$ cat config.mk
export PLATFORM = sky130hd
export DESIGN_NAME = stdp_lif_array
export DESIGN_NICKNAME = d
export VERILOG_FILES = /design/src/rtl/stdp_pkg.sv /design/src/rtl/lif_neuron.sv /design/src/rtl/stdp_lif_array.sv
export SDC_FILE = /design/constraint.sdc
export NUM_CORES = 1
export LEC_CHECK = 0
export ABC_AREA = 1
export CELL_PAD_IN_SITES_DETAIL_PLACEMENT = 0
export CELL_PAD_IN_SITES_GLOBAL_PLACEMENT = 1
export CORE_ASPECT_RATIO = 0.5
export CORE_MARGIN = 2
export CORE_UTILIZATION = 30
export DETAILED_ROUTE_END_ITERATION = 8
export DONT_BUFFER_PORTS = 1
export GPL_ROUTABILITY_DRIVEN = 0
export PLACE_DENSITY_LB_ADDON = 0.12
export SYNTH_ARGS = -nofsm -noshare
export SYNTH_HDL_FRONTEND = slang
export SYNTH_SLANG_ARGS = --single-unit
export TNS_END_PERCENT = 20
$ cat constraint.sdc
create_clock -name clk -period 5.49 [get_ports clk]
set_input_delay 1.098 -clock clk [delete_from_list [all_inputs] [get_ports clk]]
set_output_delay 1.098 -clock clk [all_outputs]
set_load 0.02 [all_outputs]
$ cat src/rtl/stdp_pkg.sv
// Shared defaults and small arithmetic helpers for the STDP LIF array.
package stdp_pkg;

    localparam int unsigned N_PRE_DEF      = 2;
    localparam int unsigned V_W_DEF        = 8;
    localparam int unsigned W_W_DEF        = 4;
    localparam int unsigned BETA_SHIFT_DEF = 2;
    localparam int unsigned THRESH_DEF     = 200;
    localparam int unsigned REFRAC_DEF     = 2;
    localparam int unsigned WINDOW_DEF     = 7;
    localparam int unsigned W_INIT_DEF     = 8;
    localparam int unsigned W_SHIFT_DEF    = 4;

    function automatic int unsigned sat_add(input int unsigned a, input int unsigned b,
                                            input int unsigned limit);
        return (a + b > limit) ? limit : a + b;
    endfunction

    function automatic int unsigned sat_sub(input int unsigned a, input int unsigned b);
        return (a > b) ? a - b : 0;
    endfunction

    function automatic int unsigned clog2(input int unsigned x);
        return $clog2(x);
    endfunction

endpackage

$ cat src/rtl/lif_neuron.sv
// Leaky integrate-and-fire neuron: shift-based leak, saturating integration,
// registered one-cycle spike and a refractory hold after each spike.
module lif_neuron
    import stdp_pkg::*;
#(
    parameter int unsigned V_W        = V_W_DEF,
    parameter int unsigned BETA_SHIFT = BETA_SHIFT_DEF,
    parameter int unsigned THRESH     = THRESH_DEF,
    parameter int unsigned REFRAC     = REFRAC_DEF
) (
    input  logic           clk,
    input  logic           rst,
    input  logic           en,
    input  logic [V_W-1:0] current,
    output logic           spike,
    output logic [V_W-1:0] v
);
    localparam int unsigned RW = clog2(REFRAC + 2);

    logic [V_W-1:0] v_q, v_d, leaked, sum;
    logic [V_W:0]   sum_w;
    logic [RW-1:0]  refrac_q, refrac_d;
    logic           spike_q, spike_d;

    always_comb begin
        leaked   = v_q - (v_q >> BETA_SHIFT);
        sum_w    = {1'b0, leaked} + {1'b0, current};
        sum      = sum_w[V_W] ? '1 : sum_w[V_W-1:0];
        v_d      = v_q;
        spike_d  = spike_q;
        refrac_d = refrac_q;
        if (en) begin
            if (refrac_q != '0) begin
                v_d      = '0;
                spike_d  = 1'b0;
                refrac_d = refrac_q - RW'(1);
            end else if (32'(sum) >= THRESH) begin
                v_d      = '0;
                spike_d  = 1'b1;
                refrac_d = RW'(REFRAC);
            end else begin
                v_d     = sum;
                spike_d = 1'b0;
            end
        end
    end

    always_ff @(posedge clk) begin
        if (rst) begin
            v_q      <= '0;
            spike_q  <= 1'b0;
            refrac_q <= '0;
        end else begin
            v_q      <= v_d;
            spike_q  <= spike_d;
            refrac_q <= refrac_d;
        end
    end

    assign spike = spike_q;
    assign v     = v_q;

endmodule

$ cat src/rtl/stdp_lif_array.sv
// N_PRE presynaptic LIF neurons drive one postsynaptic LIF neuron through weights
// that are learned with pair-based, trace-windowed STDP.
module stdp_lif_array
    import stdp_pkg::*;
#(
    parameter int unsigned N_PRE      = N_PRE_DEF,
    parameter int unsigned V_W        = V_W_DEF,
    parameter int unsigned W_W        = W_W_DEF,
    parameter int unsigned BETA_SHIFT = BETA_SHIFT_DEF,
    parameter int unsigned THRESH     = THRESH_DEF,
    parameter int unsigned REFRAC     = REFRAC_DEF,
    parameter int unsigned WINDOW     = WINDOW_DEF,
    parameter int unsigned W_INIT     = W_INIT_DEF,
    parameter int unsigned W_SHIFT    = W_SHIFT_DEF
) (
    input  logic                 clk,
    input  logic                 rst,
    input  logic                 en,
    input  logic                 learn_en,
    input  logic [N_PRE*V_W-1:0] pre_current,
    output logic [N_PRE-1:0]     pre_spike,
    output logic                 post_spike,
    output logic [V_W-1:0]       post_state,
    output logic [N_PRE*W_W-1:0] weight_out
);
    localparam int unsigned SW   = V_W + clog2(N_PRE) + 1;
    localparam int unsigned TW   = clog2(WINDOW + 2);
    localparam int unsigned WMAX = (1 << W_W) - 1;
    localparam logic [SW-1:0] VMAX = SW'((1 << V_W) - 1);

    logic [N_PRE-1:0][V_W-1:0] pre_v;
    logic [N_PRE-1:0][W_W-1:0] weight_q, weight_d;
    logic [N_PRE-1:0][TW-1:0]  pre_tr_q, pre_tr_d;
    logic [TW-1:0]             post_tr_q, post_tr_d;
    logic [SW-1:0]             i_sum;
    logic [V_W-1:0]            i_post;
    logic                      unused_pre_v;

    for (genvar i = 0; i < N_PRE; i++) begin : g_pre
        lif_neuron #(
            .V_W       (V_W),
            .BETA_SHIFT(BETA_SHIFT),
            .THRESH    (THRESH),
            .REFRAC    (REFRAC)
        ) u_pre (
            .clk    (clk),
            .rst    (rst),
            .en     (en),
            .current(pre_current[i*V_W +: V_W]),
            .spike  (pre_spike[i]),
            .v      (pre_v[i])
        );
    end

    // Pre membrane potentials are internal only.
    assign unused_pre_v = ^pre_v;

    // Synaptic input comes from the registered pre spikes: one cycle of delay.
    always_comb begin
        i_sum = '0;
        for (int i = 0; i < N_PRE; i++) begin
            if (pre_spike[i]) begin
                i_sum = i_sum + (SW'(weight_q[i]) << W_SHIFT);
            end
        end
        i_post = (i_sum > VMAX) ? '1 : i_sum[V_W-1:0];
    end

    lif_neuron #(
        .V_W       (V_W),
        .BETA_SHIFT(BETA_SHIFT),
        .THRESH    (THRESH),
        .REFRAC    (REFRAC)
    ) u_post (
        .clk    (clk),
        .rst    (rst),
        .en     (en),
        .current(i_post),
        .spike  (post_spike),
        .v      (post_state)
    );

    // Learning reads spikes and traces as they stand before this edge's update.
    always_comb begin
        pre_tr_d  = pre_tr_q;
        post_tr_d = post_tr_q;
        weight_d  = weight_q;
        if (en) begin
            post_tr_d = post_spike ? TW'(WINDOW) : TW'(sat_sub(32'(post_tr_q), 1));
            for (int i = 0; i < N_PRE; i++) begin
                pre_tr_d[i] = pre_spike[i] ? TW'(WINDOW) : TW'(sat_sub(32'(pre_tr_q[i]), 1));
                if (learn_en) begin
                    if (post_spike && pre_tr_q[i] != '0 && !pre_spike[i]) begin
                        weight_d[i] = W_W'(sat_add(32'(weight_q[i]), 1, WMAX));
                    end else if (pre_spike[i] && post_tr_q != '0 && !post_spike) begin
                        weight_d[i] = W_W'(sat_sub(32'(weight_q[i]), 1));
                    end
                end
            end
        end
    end

    always_ff @(posedge clk) begin
        if (rst) begin
            for (int i = 0; i < N_PRE; i++) begin
                weight_q[i] <= W_W'(W_INIT);
            end
            pre_tr_q  <= '0;
            post_tr_q <= '0;
        end else begin
            weight_q  <= weight_d;
            pre_tr_q  <= pre_tr_d;
            post_tr_q <= post_tr_d;
        end
    end

    assign weight_out = weight_q;

endmodule

==> out/metrics.yaml, run 1 <==
dpl.cell_count: 899
std_cell_rows: 32
cp.arrival_ps: 3950
via_per_inst: 4.686
synth_cell_types: 41
synth_mux_area_share_pct: 0
place_area_sq_mm: 0.005064
dieArea_sq_mm: 0.01742
yosysMostFrequentCell: "nand2_1"
hold_ws_ps: 462.1
ys.flop_type: "dfxtp_1"
clk_pin_slew_ps: 80
rsz0062_at_grt: "no"
synth_fp_nets: 788
grt_pass1_wl_microns: 19710
hold_class: "flip-flop to flip-flop"
synth_edf_count: 0
timing.setup.tns_ps: 0
root_buffer: "clkbuf_16"
synth_xor_area_share_pct: 6.442
cts_made_buffers: 5
design_area_sq_mm: 0.005239
hold_violations: 0
drc: 0
outcome: "complete, no violations"
cts_hold_buf: 0
overflow: 0
post_cts_resized: 0
hpwl_microns: 9281
start_kind: "flip-flop"
firstDrtPassIters: 6
drt.antenna.violating_nets: 0
syn_area_sq_mm: 0.004895
syn_to_final_growth_pct: 7.030
synth_cells: 695
layout-drive-gt1-share_pct: 4.519
stdcell_count: 907
worstSetupPathType: "flip-flop to flip-flop"
vias: 4250
first_iter_violations: 168
synth_warnings: 0
yosysTopAreaCellShare_pct: 21.68
synth_fa_ha_area_share_pct: 19.73
htree_levels: 2
die_h_microns: 94.32
cp_max_fo: 8
cts_tree: "done"
finalPower_mw: 3.237
worst_pin_slew_ps: 534.1
slew_headroom_pct: 64.35
postLayoutCoreUtil_pct: 33.38
worstPathRequired_ps: 5680
fin_skew_ps: 13.51
coreArea_sq_mm: 0.01570
yosys.area.top_type: "dfxtp_1"
io_pins: 39
postSynth.asyncResetShare_pct: 0
fin_crit_ps: 3757
postCtsSetupRepairBufs: 0
cts_buffer_depth: 2
setup_viol: 0
finalCritPeriodShare_pct: 68.44
yosysSeqAreaShare_pct: 21.68
grt_max_degree: 42
post-route-worst-setup-slack_ps: 1733
synthSimpleGateAreaFrac_pct: 23.57
antennaDiodeCount: 0
die_w_microns: 184.6
antenna_found_initial: 0
synth.top_cells.by_area: "dfxtp_1 22%, ha_1 17%, nand2_1 9.2%"
grt_pass1_vias: 3923
synth-seq-cells: 53
wl_microns: 11900
pre_cts_slack_ps: 1769
initial_core_util_pct: 31.19
synth_compound_area_share_pct: 17.33
post_drt_wl_per_cell_microns: 13.12
synth_commonest_cells: "120 x nand2_1, 111 x inv_1, 68 x a21oi_1"
nets: 778
cap_violations: 0
power.leakage_nw: 2.590
fmax_mhz: 266.1
power.density_mw_per_mm2: 617.9
syn-mean-instance-area_sq_um: 7.043
cts.sinks: 53
port_buffers: 0
grt_util_all_layers_pct: 14.09
end_kind: "flip-flop"
fillers: 1701
peakVddDrop_mv: 0.2545
synth_top_family_by_area: "simple AND/OR/NAND/NOR gates"
clkLatencyLatePin_ps: 300
drv_slew: 0
cell families after synthesis:
family                     count (synthesis)
buffers and inverters                    134
and+or+nand+nor                          251
xor gates and xnor gates                  36
DFF                                       53
adders and majority gates                 73
AOI/OAI and AO/OA                        148
power by group:
part / total, mW / internal [mW] / switching [mW]
clock network: 0.377 / 0.220 / 0.157
logic: 2.30 / 0.860 / 1.44
registers: 0.564 / 0.464 / 0.0992
sequential cells by signal, summed over array words and instances, names as in the netlist:
| name | cells |
|---|---|
| g_pre.u_pre.refrac_q | 4 |
| g_pre.u_pre.spike | 2 |
| g_pre.u_pre.v | 16 |
| post_tr_q | 4 |
| pre_tr_q | 8 |
| u_post.refrac_q | 2 |
| u_post.spike | 1 |
| u_post.v | 8 |
| weight_out | 8 |
area by class of cell:
type	instances	area (sq um)	share of cell area, %
Timing Repair Buffer	1	7.507	0.1433
Tap cell	221	276.5	5.278
Inverter	116	435.4	8.311
Sequential cell	53	1061	20.25
Multi-Input combinational cell	508	3283	62.67
Clock inverter	3	50.05	0.9553
Clock buffer	5	125.1	2.388
worst paths after layout:
kind,startpoint,end,slack (ps),depth (start not counted)
max reg2reg,g_pre[0].u_pre.spike,u_post.refrac_q[0],1730,24
min reg2reg,g_pre[0].u_pre.v[0],g_pre[0].u_pre.v[0],460,2
min,g_pre[0].u_pre.v[0],g_pre[0].u_pre.v[0],460,2
max,g_pre[0].u_pre.spike,u_post.refrac_q[0],1730,24
worst max-delay path, stage by stage, from the launching register on:
cell and delay [ps]:
dfxtp_1 600, nand2_1 120, inv_1 80, ha_1 130, inv_1 60, fa_1 350, inv_1 80, nand2_1 70
nand2_1 130, nand2_4 100, inv_1 190, a21oi_1 50, o21ai_0 100, ha_1 290, inv_1 80, o21bai_1 60
nor2_1 100, and2_1 270, nand3_1 190, nor2_4 120, nand2_2 80, nand3_4 110, nand2_4 80, a21oi_1 140
nor2_1 60
routing by layer:
layer,routed length (microns),track usage [%],part of all wire (%),vias to the layer above
li1,-,-,-,2281
met1,6339,19.72,53,1907
met2,5013,22.99,42,55
met3,482,2.674,4.1,7
met4,62,2.050,0.52,0
met5,0,0,0,-
cells in the final DEF, fill, tap and decap left out, types with 9 or more instances in the layout:
master	n
xor2_1	23
a21oi_1	68
o211ai_1	9
inv_1	111
nand2_1	120
nand4_1	14
nand3_1	49
ha_1	66
xnor2_1	13
dfxtp_1	53
nor2_1	44
o21ai_0	38
Power figures use the tool's default switching activity.
==> run 2, diff against run 1 <==
--- a/config.mk
+++ b/config.mk
@@ -5,7 +5,7 @@
 export SDC_FILE = /design/constraint.sdc
 export NUM_CORES = 1
 export LEC_CHECK = 0
-export ABC_AREA = 1
+export ABC_AREA = 0
 export CELL_PAD_IN_SITES_DETAIL_PLACEMENT = 0
 export CELL_PAD_IN_SITES_GLOBAL_PLACEMENT = 1
 export CORE_ASPECT_RATIO = 0.5
==> constraint.sdc (replaced) <==
create_clock -name clk -period 3.05 [get_ports clk]
set_input_delay 0.61 -clock clk [delete_from_list [all_inputs] [get_ports clk]]
set_output_delay 0.61 -clock clk [all_outputs]
set_load 0.02 [all_outputs]
==> run 2 against run 1 <==
Compared with the run above: wire length increased by 17%; via count increased by 14%; highest routed layer unchanged; die area increased by 2.6%; maximum frequency increased by 12%; worst setup slack got worse by 2000 ps; non-clock buffer count increased by 145; core utilization increased by 9.8 points; synthesized cell count decreased by 7.6%; largest cell class unchanged; clock skew decreased by 5.1 ps; critical endpoint is now g_pre[1].u_pre.refrac_q[1]; the flow now finishes with violations (setup timing); clock-buffer cell count increased by 1; first-iteration DRC count decreased by 1.2%; critical path depth decreased by 8.
==> out/metrics.yaml, run 2 <==
outcome: "finished with violations"
violations: "setup timing"
cts.sinks: 53
yosys.area.top_type: "dfxtp_1"
clkLatencyLatePin_ps: 300
grt_pass1_wl_microns: 23200
worstPathRequired_ps: 3240
grt_max_degree: 52
start_kind: "flip-flop"
cts_hold_buf: 0
final_cell_mix: "140 x buf_4, 59 x nor2_1, 55 x ha_1"
firstDrtPassIters: 4
vias: 4832
die_h_microns: 95.52
first_iter_violations: 166
layout-drive-gt1-share_pct: 35.45
slew_headroom_pct: 42.02
grt_pass1_vias: 4713
root_buffer: "clkbuf_16"
fillers: 1669
cp_max_fo: 4
drv_slew: 0
coreArea_sq_mm: 0.01639
fmax_mhz: 297.0
overflow: 0
htree_levels: 2
die_w_microns: 187.0
nets: 866
via_per_inst: 4.832
end_kind: "flip-flop"
rsz0062_at_grt: "yes"
worst_pin_slew_ps: 866.5
grt_util_all_layers_pct: 15.96
cts_made_buffers: 5
port_buffers: 0
synth_warnings: 0
synth-seq-cells: 53
post-route-worst-setup-slack_ps: -316.4
syn_to_final_growth_pct: 40.79
synth_commonest_cells: "67 x ha_1, 66 x inv_1, 63 x nor2_1"
drt.antenna.violating_nets: 0
synth_cell_types: 70
layout_commonest_cell: "buf_4"
synth_fp_nets: 736
io_pins: 39
place_area_sq_mm: 0.006281
syn_area_sq_mm: 0.005025
yosysTopAreaCellShare_pct: 21.12
largest_reg_flops: 16
hold_violations: 0
syn-mean-instance-area_sq_um: 7.827
drc: 0
post_drt_wl_per_cell_microns: 13.94
finalCritPeriodShare_pct: 110.4
fin_crit_ps: 3366
dieArea_sq_mm: 0.01786
fin_skew_ps: 8.390
synth_cells: 642
cts_buffer_depth: 2
grt_util_met2_pct: 26.18
antenna_found_initial: 0
setup_viol: 29
postSynth.asyncResetShare_pct: 0
grt.busiest_layer: "met2"
clk_pin_slew_ps: 80
met3_usage_pct: 2.429
yosysSeqAreaShare_pct: 21.12
std_cell_rows: 33
hpwl_microns: 10660
hold_class: "input pin to flip-flop"
wl_microns: 13940
design_area_sq_mm: 0.007074
worstSetupPathType: "flip-flop to flip-flop"
cp.arrival_ps: 3560
antennaDiodeCount: 0
cap_violations: 0
yosysMostFrequentCell: "ha_1"
cts_tree: "done"
initial_core_util_pct: 30.65
ys.flop_type: "dfxtp_1"
synth_edf_count: 0
met1_usage_pct: 22.66
synth.top_cells.by_area: "dfxtp_1 21%, ha_1 17%, a21oi_1 5.0%"
[run 2: kinds of logic after synthesis]
| logic type | share of synthesized area (%) |
|---|---|
| flops | 21.12 |
| simple gates | 17.26 |
| buf+inv | 7.196 |
| fa+ha+maj | 19.47 |
| mux | 3.112 |
| compound gates | 26.79 |
| xor+xnor | 5.055 |
[run 2: final timing paths]
kind,slack [ps],to,depth (start not counted),from
max,-320,g_pre[1].u_pre.refrac_q[1],16,g_pre[1].u_pre.v[0]
min,380,pre_tr_q[4],1,rst
max reg2reg,-320,g_pre[1].u_pre.refrac_q[1],16,g_pre[1].u_pre.v[0]
min reg2reg,450,g_pre[0].u_pre.v[0],2,g_pre[0].u_pre.v[0]
[run 2: through the flow]
stage	hold WS [ps]	cells	setup WS, ps	util, %	TNS, ps
4_1_cts	360.8	992	-343.0	41.04	-7139
5_1_grt	364.3	1000	-512.3	43.16	-11980
3_5_place_dp	435.7	980	-562.9	38.32	-12260
6_report	375.9	1000	-316.4	43.16	-6219
3_3_place_gp	428.5	980	-550.6	38.32	-12080
2_1_floorplan	415.6	642	-353.6	-	-4518
[run 2: final cells by class]
type / count / area [sq um] / area share (%)
Sequential cell: 53 / 1087 / 15.37
Timing Repair Buffer: 146 / 1119 / 15.81
Tap cell: 227 / 284.0 / 4.015
Inverter: 67 / 264.0 / 3.732
Clock buffer: 6 / 150.1 / 2.122
Clock inverter: 2 / 35.03 / 0.4952
Multi-Input combinational cell: 499 / 4135 / 58.45
[run 2: timing repair]
action / in CTS / in global routing
endpoints found under the setup margin: 33 / 33
setup buffers: 4 / 9
resized for setup: 59 / 65
pin swaps: 52 / 53
[run 2: per-layer routing]
metal,vias up,part of all wire (%),routed length [microns]
met5,-,0,0
met4,0,0.55,77
met3,7,2.2,303
met2,39,42,5851
met1,2240,55,7704
li1,2546,-,-
[run 2: critical path, stage by stage, from the launching register on]
cell      delay (ps)
dfxtp_2          340
inv_2             40
ha_4             160
fa_2             370
o21ai_2          130
a21oi_2           80
o21bai_1         130
a21oi_1           90
xnor2_1          140
ha_1             350
nand2b_1         110
o211ai_1         220
a311oi_2          80
o31ai_2          350
a2bb2o_4         260
nor2_4            90
mux2_4           300
Power of run 2 is left out: the tool's default activity adds up to more than one toggle a clock period on the data nets, which glitch-free logic cannot reach.
